**config.mk**
```make
export PLATFORM = sky130hd
export DESIGN_NAME = ledmatrix_sequencer_flat
export DESIGN_NICKNAME = d
export VERILOG_FILES = /design/src/rtl/ledmatrix_sequencer_if.sv /design/src/rtl/ledmatrix_sequencer.sv /design/src/flat_wrapper.sv
export SDC_FILE = /design/constraint.sdc
export NUM_CORES = 1
export LEC_CHECK = 0
export BUFFER_PORTS_ARGS = -buffer_cell sky130_fd_sc_hd__buf_2
export CAP_MARGIN = 20
export CORE_MARGIN = 5
export CORE_UTILIZATION = 45
export DETAILED_ROUTE_END_ITERATION = 10
export GPL_ROUTABILITY_DRIVEN = 0
export SETUP_SLACK_MARGIN = 0.02
export SYNTH_ARGS = -nofsm -noshare
export SYNTH_HDL_FRONTEND = slang
export SYNTH_SLANG_ARGS = --single-unit
```
**constraint.sdc**
```tcl
create_clock -name slow_clk -period 8.2 [get_ports slow_clk]
set_input_delay 2.05 -clock slow_clk [delete_from_list [all_inputs] [get_ports slow_clk]]
set_output_delay 2.05 -clock slow_clk [all_outputs]
set_load 0.02 [all_outputs]
```
**src/rtl/ledmatrix_sequencer_if.sv**
```systemverilog
// Signal bundle between the LED matrix pattern sequencer and its surroundings.
// Controls and outputs are plain levels or strobes sampled on slow_clk; there is no backpressure.
interface ledmatrix_sequencer_if #(
    parameter int NUM_SEGS     = 8,
    parameter int LEDS_PER_SEG = 8,
    parameter int AW           = $clog2(NUM_SEGS)
);
    logic                             in_mode_next;
    logic                             in_pause;
    logic                             in_user_we;
    logic [AW-1:0]                    in_user_addr;
    logic [LEDS_PER_SEG-1:0]          in_user_data;
    logic [NUM_SEGS*LEDS_PER_SEG-1:0] out_bits;
    logic                             out_update;
    logic [1:0]                       out_mode;
    logic                             out_frame_tick;

    modport master (
        output in_mode_next, in_pause, in_user_we, in_user_addr, in_user_data,
        input  out_bits, out_update, out_mode, out_frame_tick
    );

    modport slave (
        input  in_mode_next, in_pause, in_user_we, in_user_addr, in_user_data,
        output out_bits, out_update, out_mode, out_frame_tick
    );
endinterface

```
**src/rtl/ledmatrix_sequencer.sv**
```systemverilog
// Frame pattern scheduler for the LED matrix driver: walking dot, binary count,
// row scan and a user-written frame buffer, with hold time, pause and mode stepping.
module ledmatrix_sequencer #(
    parameter int NUM_SEGS     = 8,
    parameter int LEDS_PER_SEG = 8,
    parameter int HOLD_TICKS   = 1
) (
    input  logic                  slow_clk,
    input  logic                  rst,
    ledmatrix_sequencer_if.slave  bus
);
    localparam int FRAME_BITS = NUM_SEGS * LEDS_PER_SEG;
    localparam int AW         = $clog2(NUM_SEGS);
    localparam int HW         = (HOLD_TICKS > 1) ? $clog2(HOLD_TICKS) : 1;
    localparam logic [HW-1:0] HOLD_LAST = HW'(HOLD_TICKS - 1);
    localparam logic [AW-1:0] ROW_LAST  = AW'(NUM_SEGS - 1);

    typedef enum logic [1:0] {
        MODE_WALK    = 2'd0,
        MODE_COUNT   = 2'd1,
        MODE_ROWSCAN = 2'd2,
        MODE_USER    = 2'd3
    } mode_t;

    mode_t                   r_mode;
    mode_t                   w_mode_nxt;
    logic [FRAME_BITS-1:0]   r_bits;
    logic [FRAME_BITS-1:0]   w_bits_nxt;
    logic [HW-1:0]           r_hold;
    logic [HW-1:0]           w_hold_nxt;
    logic [AW-1:0]           r_row;
    logic [AW-1:0]           w_row_nxt;
    logic [AW-1:0]           w_row_inc;
    logic [LEDS_PER_SEG-1:0] r_buf [NUM_SEGS];
    logic [FRAME_BITS-1:0]   w_buf_flat;
    logic                    r_btn_hist;
    logic                    r_update;
    logic                    r_tick;
    logic                    w_tick_nxt;
    logic                    w_mode_edge;
    logic                    w_hold_done;
    logic                    w_advance;

    // Full row of LEDs placed at the given row position, everything else dark.
    function automatic logic [FRAME_BITS-1:0] row_frame(input logic [AW-1:0] row);
        logic [FRAME_BITS-1:0] f;
        f = '0;
        f[LEDS_PER_SEG-1:0] = '1;
        return f << (row * LEDS_PER_SEG);
    endfunction

    always_comb begin
        w_buf_flat = '0;
        for (int r = 0; r < NUM_SEGS; r++) begin
            w_buf_flat[r*LEDS_PER_SEG +: LEDS_PER_SEG] = r_buf[r];
        end
    end

    assign w_mode_edge = ~r_btn_hist & bus.in_mode_next;
    assign w_hold_done = (r_hold == HOLD_LAST);
    // A mode step always wins over a frame advance scheduled for the same edge.
    assign w_advance   = ~bus.in_pause & w_hold_done & ~w_mode_edge;
    assign w_row_inc   = (r_row == ROW_LAST) ? '0 : r_row + AW'(1);

    always_comb begin
        w_mode_nxt = r_mode;
        w_bits_nxt = r_bits;
        w_hold_nxt = r_hold;
        w_row_nxt  = r_row;
        w_tick_nxt = 1'b0;

        if (w_mode_edge) begin
            w_hold_nxt = '0;
            w_mode_nxt = mode_t'(r_mode + 2'd1);
            unique case (w_mode_nxt)
                MODE_WALK:    w_bits_nxt = FRAME_BITS'(1);
                MODE_COUNT:   w_bits_nxt = '0;
                MODE_ROWSCAN: begin
                    w_row_nxt  = '0;
                    w_bits_nxt = row_frame('0);
                end
                MODE_USER:    w_bits_nxt = w_buf_flat;
                default:      w_bits_nxt = r_bits;
            endcase
        end else begin
            if (!bus.in_pause) begin
                w_hold_nxt = w_hold_done ? '0 : r_hold + HW'(1);
            end
            if (w_advance) begin
                w_tick_nxt = 1'b1;
                unique case (r_mode)
                    MODE_WALK:    w_bits_nxt = {r_bits[FRAME_BITS-2:0], r_bits[FRAME_BITS-1]};
                    MODE_COUNT:   w_bits_nxt = r_bits + FRAME_BITS'(1);
                    MODE_ROWSCAN: begin
                        w_row_nxt  = w_row_inc;
                        w_bits_nxt = row_frame(w_row_inc);
                    end
                    MODE_USER:    w_bits_nxt = w_buf_flat;
                    default:      w_bits_nxt = r_bits;
                endcase
            end
            // USER mirrors the buffer every cycle so writes show up even while paused.
            if (r_mode == MODE_USER) begin
                w_bits_nxt = w_buf_flat;
            end
        end
    end

    always_ff @(posedge slow_clk or posedge rst) begin
        if (rst) begin
            r_mode     <= MODE_WALK;
            r_bits     <= FRAME_BITS'(1);
            r_hold     <= '0;
            r_row      <= '0;
            r_btn_hist <= 1'b1;
            r_update   <= 1'b0;
            r_tick     <= 1'b0;
            for (int r = 0; r < NUM_SEGS; r++) begin
                r_buf[r] <= '0;
            end
        end else begin
            r_mode     <= w_mode_nxt;
            r_bits     <= w_bits_nxt;
            r_hold     <= w_hold_nxt;
            r_row      <= w_row_nxt;
            r_btn_hist <= bus.in_mode_next;
            r_update   <= ~bus.in_pause;
            r_tick     <= w_tick_nxt;
            if (bus.in_user_we && (int'(bus.in_user_addr) < NUM_SEGS)) begin
                r_buf[bus.in_user_addr] <= bus.in_user_data;
            end
        end
    end

    assign bus.out_bits       = r_bits;
    assign bus.out_update     = r_update;
    assign bus.out_mode       = r_mode;
    assign bus.out_frame_tick = r_tick;
endmodule

```
**src/flat_wrapper.sv**
```systemverilog
// flat-port wrapper written by rule: the top's interface ports become plain ports
module ledmatrix_sequencer_flat 
#(
    parameter int NUM_SEGS     = 8,
    parameter int LEDS_PER_SEG = 8,
    parameter int HOLD_TICKS   = 1
)
  (slow_clk, rst, bus_in_mode_next, bus_in_pause, bus_in_user_we, bus_in_user_addr, bus_in_user_data, bus_out_bits, bus_out_update, bus_out_mode, bus_out_frame_tick);
  ledmatrix_sequencer_if #(.NUM_SEGS(NUM_SEGS), .LEDS_PER_SEG(LEDS_PER_SEG)) bus_i ();
  input  logic slow_clk;
  input  logic rst;
  input wire logic [$bits(bus_i.in_mode_next)-1:0] bus_in_mode_next;
  input wire logic [$bits(bus_i.in_pause)-1:0] bus_in_pause;
  input wire logic [$bits(bus_i.in_user_we)-1:0] bus_in_user_we;
  input wire logic [$bits(bus_i.in_user_addr)-1:0] bus_in_user_addr;
  input wire logic [$bits(bus_i.in_user_data)-1:0] bus_in_user_data;
  output wire logic [$bits(bus_i.out_bits)-1:0] bus_out_bits;
  output wire logic [$bits(bus_i.out_update)-1:0] bus_out_update;
  output wire logic [$bits(bus_i.out_mode)-1:0] bus_out_mode;
  output wire logic [$bits(bus_i.out_frame_tick)-1:0] bus_out_frame_tick;
  assign bus_i.in_mode_next = bus_in_mode_next;
  assign bus_i.in_pause = bus_in_pause;
  assign bus_i.in_user_we = bus_in_user_we;
  assign bus_i.in_user_addr = bus_in_user_addr;
  assign bus_i.in_user_data = bus_in_user_data;
  assign bus_out_bits = bus_i.out_bits;
  assign bus_out_update = bus_i.out_update;
  assign bus_out_mode = bus_i.out_mode;
  assign bus_out_frame_tick = bus_i.out_frame_tick;
  ledmatrix_sequencer #(.NUM_SEGS(NUM_SEGS), .LEDS_PER_SEG(LEDS_PER_SEG), .HOLD_TICKS(HOLD_TICKS)) u_core (.slow_clk(slow_clk), .rst(rst), .bus(bus_i));
endmodule
```
==> results.txt <==
The core utilization of the finished layout came out at 0.522. The number of cells on the worst reg-to-reg path came out at 7. The buffer depth of the longest clock path is 2. The number of placed I/O pins is 84.

The synthesized area is around 0.0085 mm2. The clock slew seen by the registers of the worst setup and hold paths came out at 60 ps. The run finished with clean final reports. The share of layout cells above drive strength 1 is 0.230. TritonCTS built the clock tree. The worst-case headroom to the max-slew limit came out at 0.333. The detailed router placed slightly above 8,000 vias in this run. In the synthesized netlist the dominant register cell turns out to be sky130_fd_sc_hd__dfrtp_1. Timing analysis after detailed placement gives a worst setup slack of between 3000 and 4000 ps. The timing-limited maximum frequency is between 200 and 250 MHz.

The placeable core area came out at roughly 0.019 mm2. The count of nets after finishing is roughly 1,000. From synthesis to final layout, the design area changed by 14.4%. The maximum number of pins on one net before global-route repair came out at 94. The number of cells upsized or downsized after cts is 0. The count of unique library cells instantiated by Yosys is 78. The die covers about 0.022 mm2.

The TritonCTS sink count came out at about 140. The signal on the critical path passes through buf_2, nand2b_1, mux2_2, buf_4, a211oi_1, o21ai_0, a21oi_1, a221oi_1. The critical path data required time is roughly 8500 ps.

The worst setup path is captured at a register. The post-synth net total is slightly below 1,000. The total placed cells including tap cells is about 1,200. The synthesized area per cell came out at ~9 um2.

Dividing the detail-routed wire length by the instance count gives about 23 um. The power per standard cell area came out at roughly 430 mW/mm2. The number of register bits inferred by synthesis is between 100 and 150. The initial utilization of the core area, before any placement, comes to 0.457. The number of core rows is 50. The logic gate share of total power came out at 0.512.

Wire segments on met3 add up to 2090 um in the final route. The worst hold-check slack came out at about 500 ps. Leaving out filler cells and counting taps, the final layout contains roughly 1,300. The number of pins exceeding their max-slew limit in the final report came out at 0. The HPWL after detailed placement came out at 19,300 um. The internal power consumption came out at 2.21 mW. The latest clock arrival within the worst-skew pair is between 400 and 500 ps. Setup repair after global routing left no endpoint under its margin. The port buffer count came out at slightly above 80. The number of antenna violations at the first check in global routing is 1. For the pin with the worst max-slew slack, the measured transition is 997 ps.

Of the total power, the share spent switching nets is 0.476. The share of synthesized flip-flops with an asynchronous set or reset came out at 1.00. For this run, the total global-route usage over all layers was measured as 0.271. The horizontal die dimension came out at between 100 and 150 um.

Yosys mapped a number of flops with a built-in enable equal to 0. The number of clock buffers inserted by TritonCTS is 17. The relative contribution of sequential cells to total power came out at 0.291. The analysis attributes to cell leakage a power of just over 4 nW. The clock period minus worst slack came out at about 4000 ps. In this run the remaining antenna-violating nets after routing total 0.

The worst setup path is launched from an input pin. The count of yosys warnings during synthesis came out at 0. The worst setup slack after layout came out at 4120 ps.

The reported max-cap violation count is 0. The slowest cell on the critical path is sky130_fd_sc_hd__mux2_2. The hold-critical path depth is 2. The routed length on met1 came out at 12,800 um. The post-cts hold buffer count is 0. The setup-violating endpoint count in the final report is 0.

The met2 wire length came out at around 14,000 um. The number of H-tree levels is 4. The wire length of the first global-routing pass came out at between 40,000 and 50,000 um. Across the VDD grid, the largest voltage drop is 0.000188 V.

For this run the aggregate overflow at the end of global routing stands at 0. In this run the worst hold path is classified as reg -> reg. For the worst setup path, the data arrival time is between 4000 and 5000 ps. The worst setup path category is in -> reg. The part of the power in the clock network is 0.197.

The clock arrives with 8.46 ps of skew. The per-cell via count in the routed design is 6.54. The sum of negative setup slack came out at 0 ps.

The part of the cycle the worst path needs is 0.498. The y dimension of the die is roughly 150 um. The tree is rooted in a sky130_fd_sc_hd__clkbuf_16.

The number of iterations in the first detailed-routing pass is 8. The remaining routing DRC violations came out at 0. The DRC violation total after the first TritonRoute iteration is 772. Along the worst path, the maximum fanout reaches 40. The topmost layer with routed signal wires is met4. The count of final hold-check violations came out at 0. The highest cell delay on the worst timing path came out at approximately 860 ps.

The number of global-route vias before repair is a little under 8,000. Of the synthesized area, sequential elements account for 0.400. Summed over all layers, the routed wires come to about 29,000 um. After technology mapping, the gate count stands at between 900 and 1,000. The post-CTS repair timing setup buffer count came out at 0.

The switching power is approximately 2 mW.
==> synth_stat cells (all sizes together), types with 7 or more instances <==
master	instances	area share
mux2	69	0.091
clkbuf	39	0.017
a2bb2oi	10	0.010
buf	16	0.011
o221ai	8	0.0082
nand2b	12	0.0088
a221oi	8	0.010
nand2	85	0.038
a221o	7	0.0082
a22oi	12	0.011
a21oi	111	0.066
a31oi	16	0.012
xnor2	13	0.013
o21ai	68	0.040
nor4	14	0.016
nand3	40	0.025
nand4	27	0.028
o22ai	9	0.0066
o211ai	7	0.0068
a211oi	7	0.0062
inv	39	0.017
dfrtp	134	0.39
nor2	57	0.025
ha	11	0.016
nor3	26	0.018
a21o	8	0.0071
and3	7	0.0053
==> registers in the layout, indices dropped and copies added (netlist names) <==
signal,cells
u_core.bus.out_bits,64
u_core.bus.out_frame_tick,1
u_core.bus.out_mode,2
u_core.bus.out_update,1
u_core.r_btn_hist,1
u_core.r_buf,64
u_core.r_row,3
==> metrics by stage <==
stage	total power [mW]	cell area, um2
6_report	4.22	9740
5_1_grt	4.50	9730
4_1_cts	4.20	9730
3_5_place_dp	3.36	9100
3_3_place_gp	3.34	9100
2_1_floorplan	2.69	8510
==> cells in the final DEF, fill, tap and decap left out, drive strengths merged, types with 26 or more instances in the layout <==
cell / netlist / layout
mux2: 69 / 69
inv: 39 / 40
nor3: 26 / 26
buf: 16 / 97
a21oi: 111 / 111
nand4: 27 / 27
nand3: 40 / 40
o21ai: 68 / 68
nand2: 85 / 85
dfrtp: 134 / 134
nor2: 57 / 57
==> logic make-up (layout without fill, tap and decap cells) <==
logic type      after synthesis  count (layout)  synth area share
mux                          70              70            0.0925
xor+xnor                     16              16            0.0165
other cells                   0               1                 0
fa+ha+maj                    11              11            0.0162
buf+inv                      95             169            0.0454
simple gates                295             295             0.189
flops                       136             136             0.400
compound gates              319             319             0.240
==> worst max-delay path, delay by kind of cell <==
family / cells / cell delay (ps)
and+or+nand+nor: 1 / 280
buffers and inverters: 2 / 600
muxes: 1 / 860
AOI/OAI and AO/OA: 4 / 560
==> routing by layer <==
layer | GRT usage | vias to the layer above
met4 | 0.0965 | 0
met5 | 0 | -
met3 | 0.0469 | 57
met1 | 0.377 | 4087
li1 | - | 3663
met2 | 0.427 | 374
==> power groups by stage <==
stage / Clock, mW / Sequential (mW) / Combinational (mW)
2_1_floorplan: 0 / 1.30 / 1.39
3_3_place_gp: 0 / 1.23 / 2.11
3_5_place_dp: 0 / 1.23 / 2.13
4_1_cts: 0.839 / 1.22 / 2.14
5_1_grt: 0.867 / 1.26 / 2.37
6_report: 0.831 / 1.23 / 2.16
==> cell type report <==
cell class | instances | area, um2
tap | 234 | 293
clock buffer | 20 | 457
fill | 1783 | 8910
antenna | 1 | 2.50
multi-input combinational | 711 | 4730
clock inverter | 12 | 173
sequential | 136 | 3410
timing repair buffer | 97 | 518
inverter | 40 | 155
==> path summary, 6_finish.rpt <==
kind	from	slack (ps)	end
max	bus_in_mode_next	4120	u_core.bus.out_bits[30]
min	u_core.r_buf[11]	500	u_core.bus.out_bits[51]
max reg2reg	u_core.bus.out_bits[0]	4510	u_core.bus.out_bits[58]
min reg2reg	u_core.r_buf[11]	500	u_core.bus.out_bits[51]
max in group asynchronous	rst	5310	u_core.bus.out_bits[18]
min in group asynchronous	rst	1770	u_core.bus.out_bits[58]
Note: power is estimated with default switching activity, not from simulation.
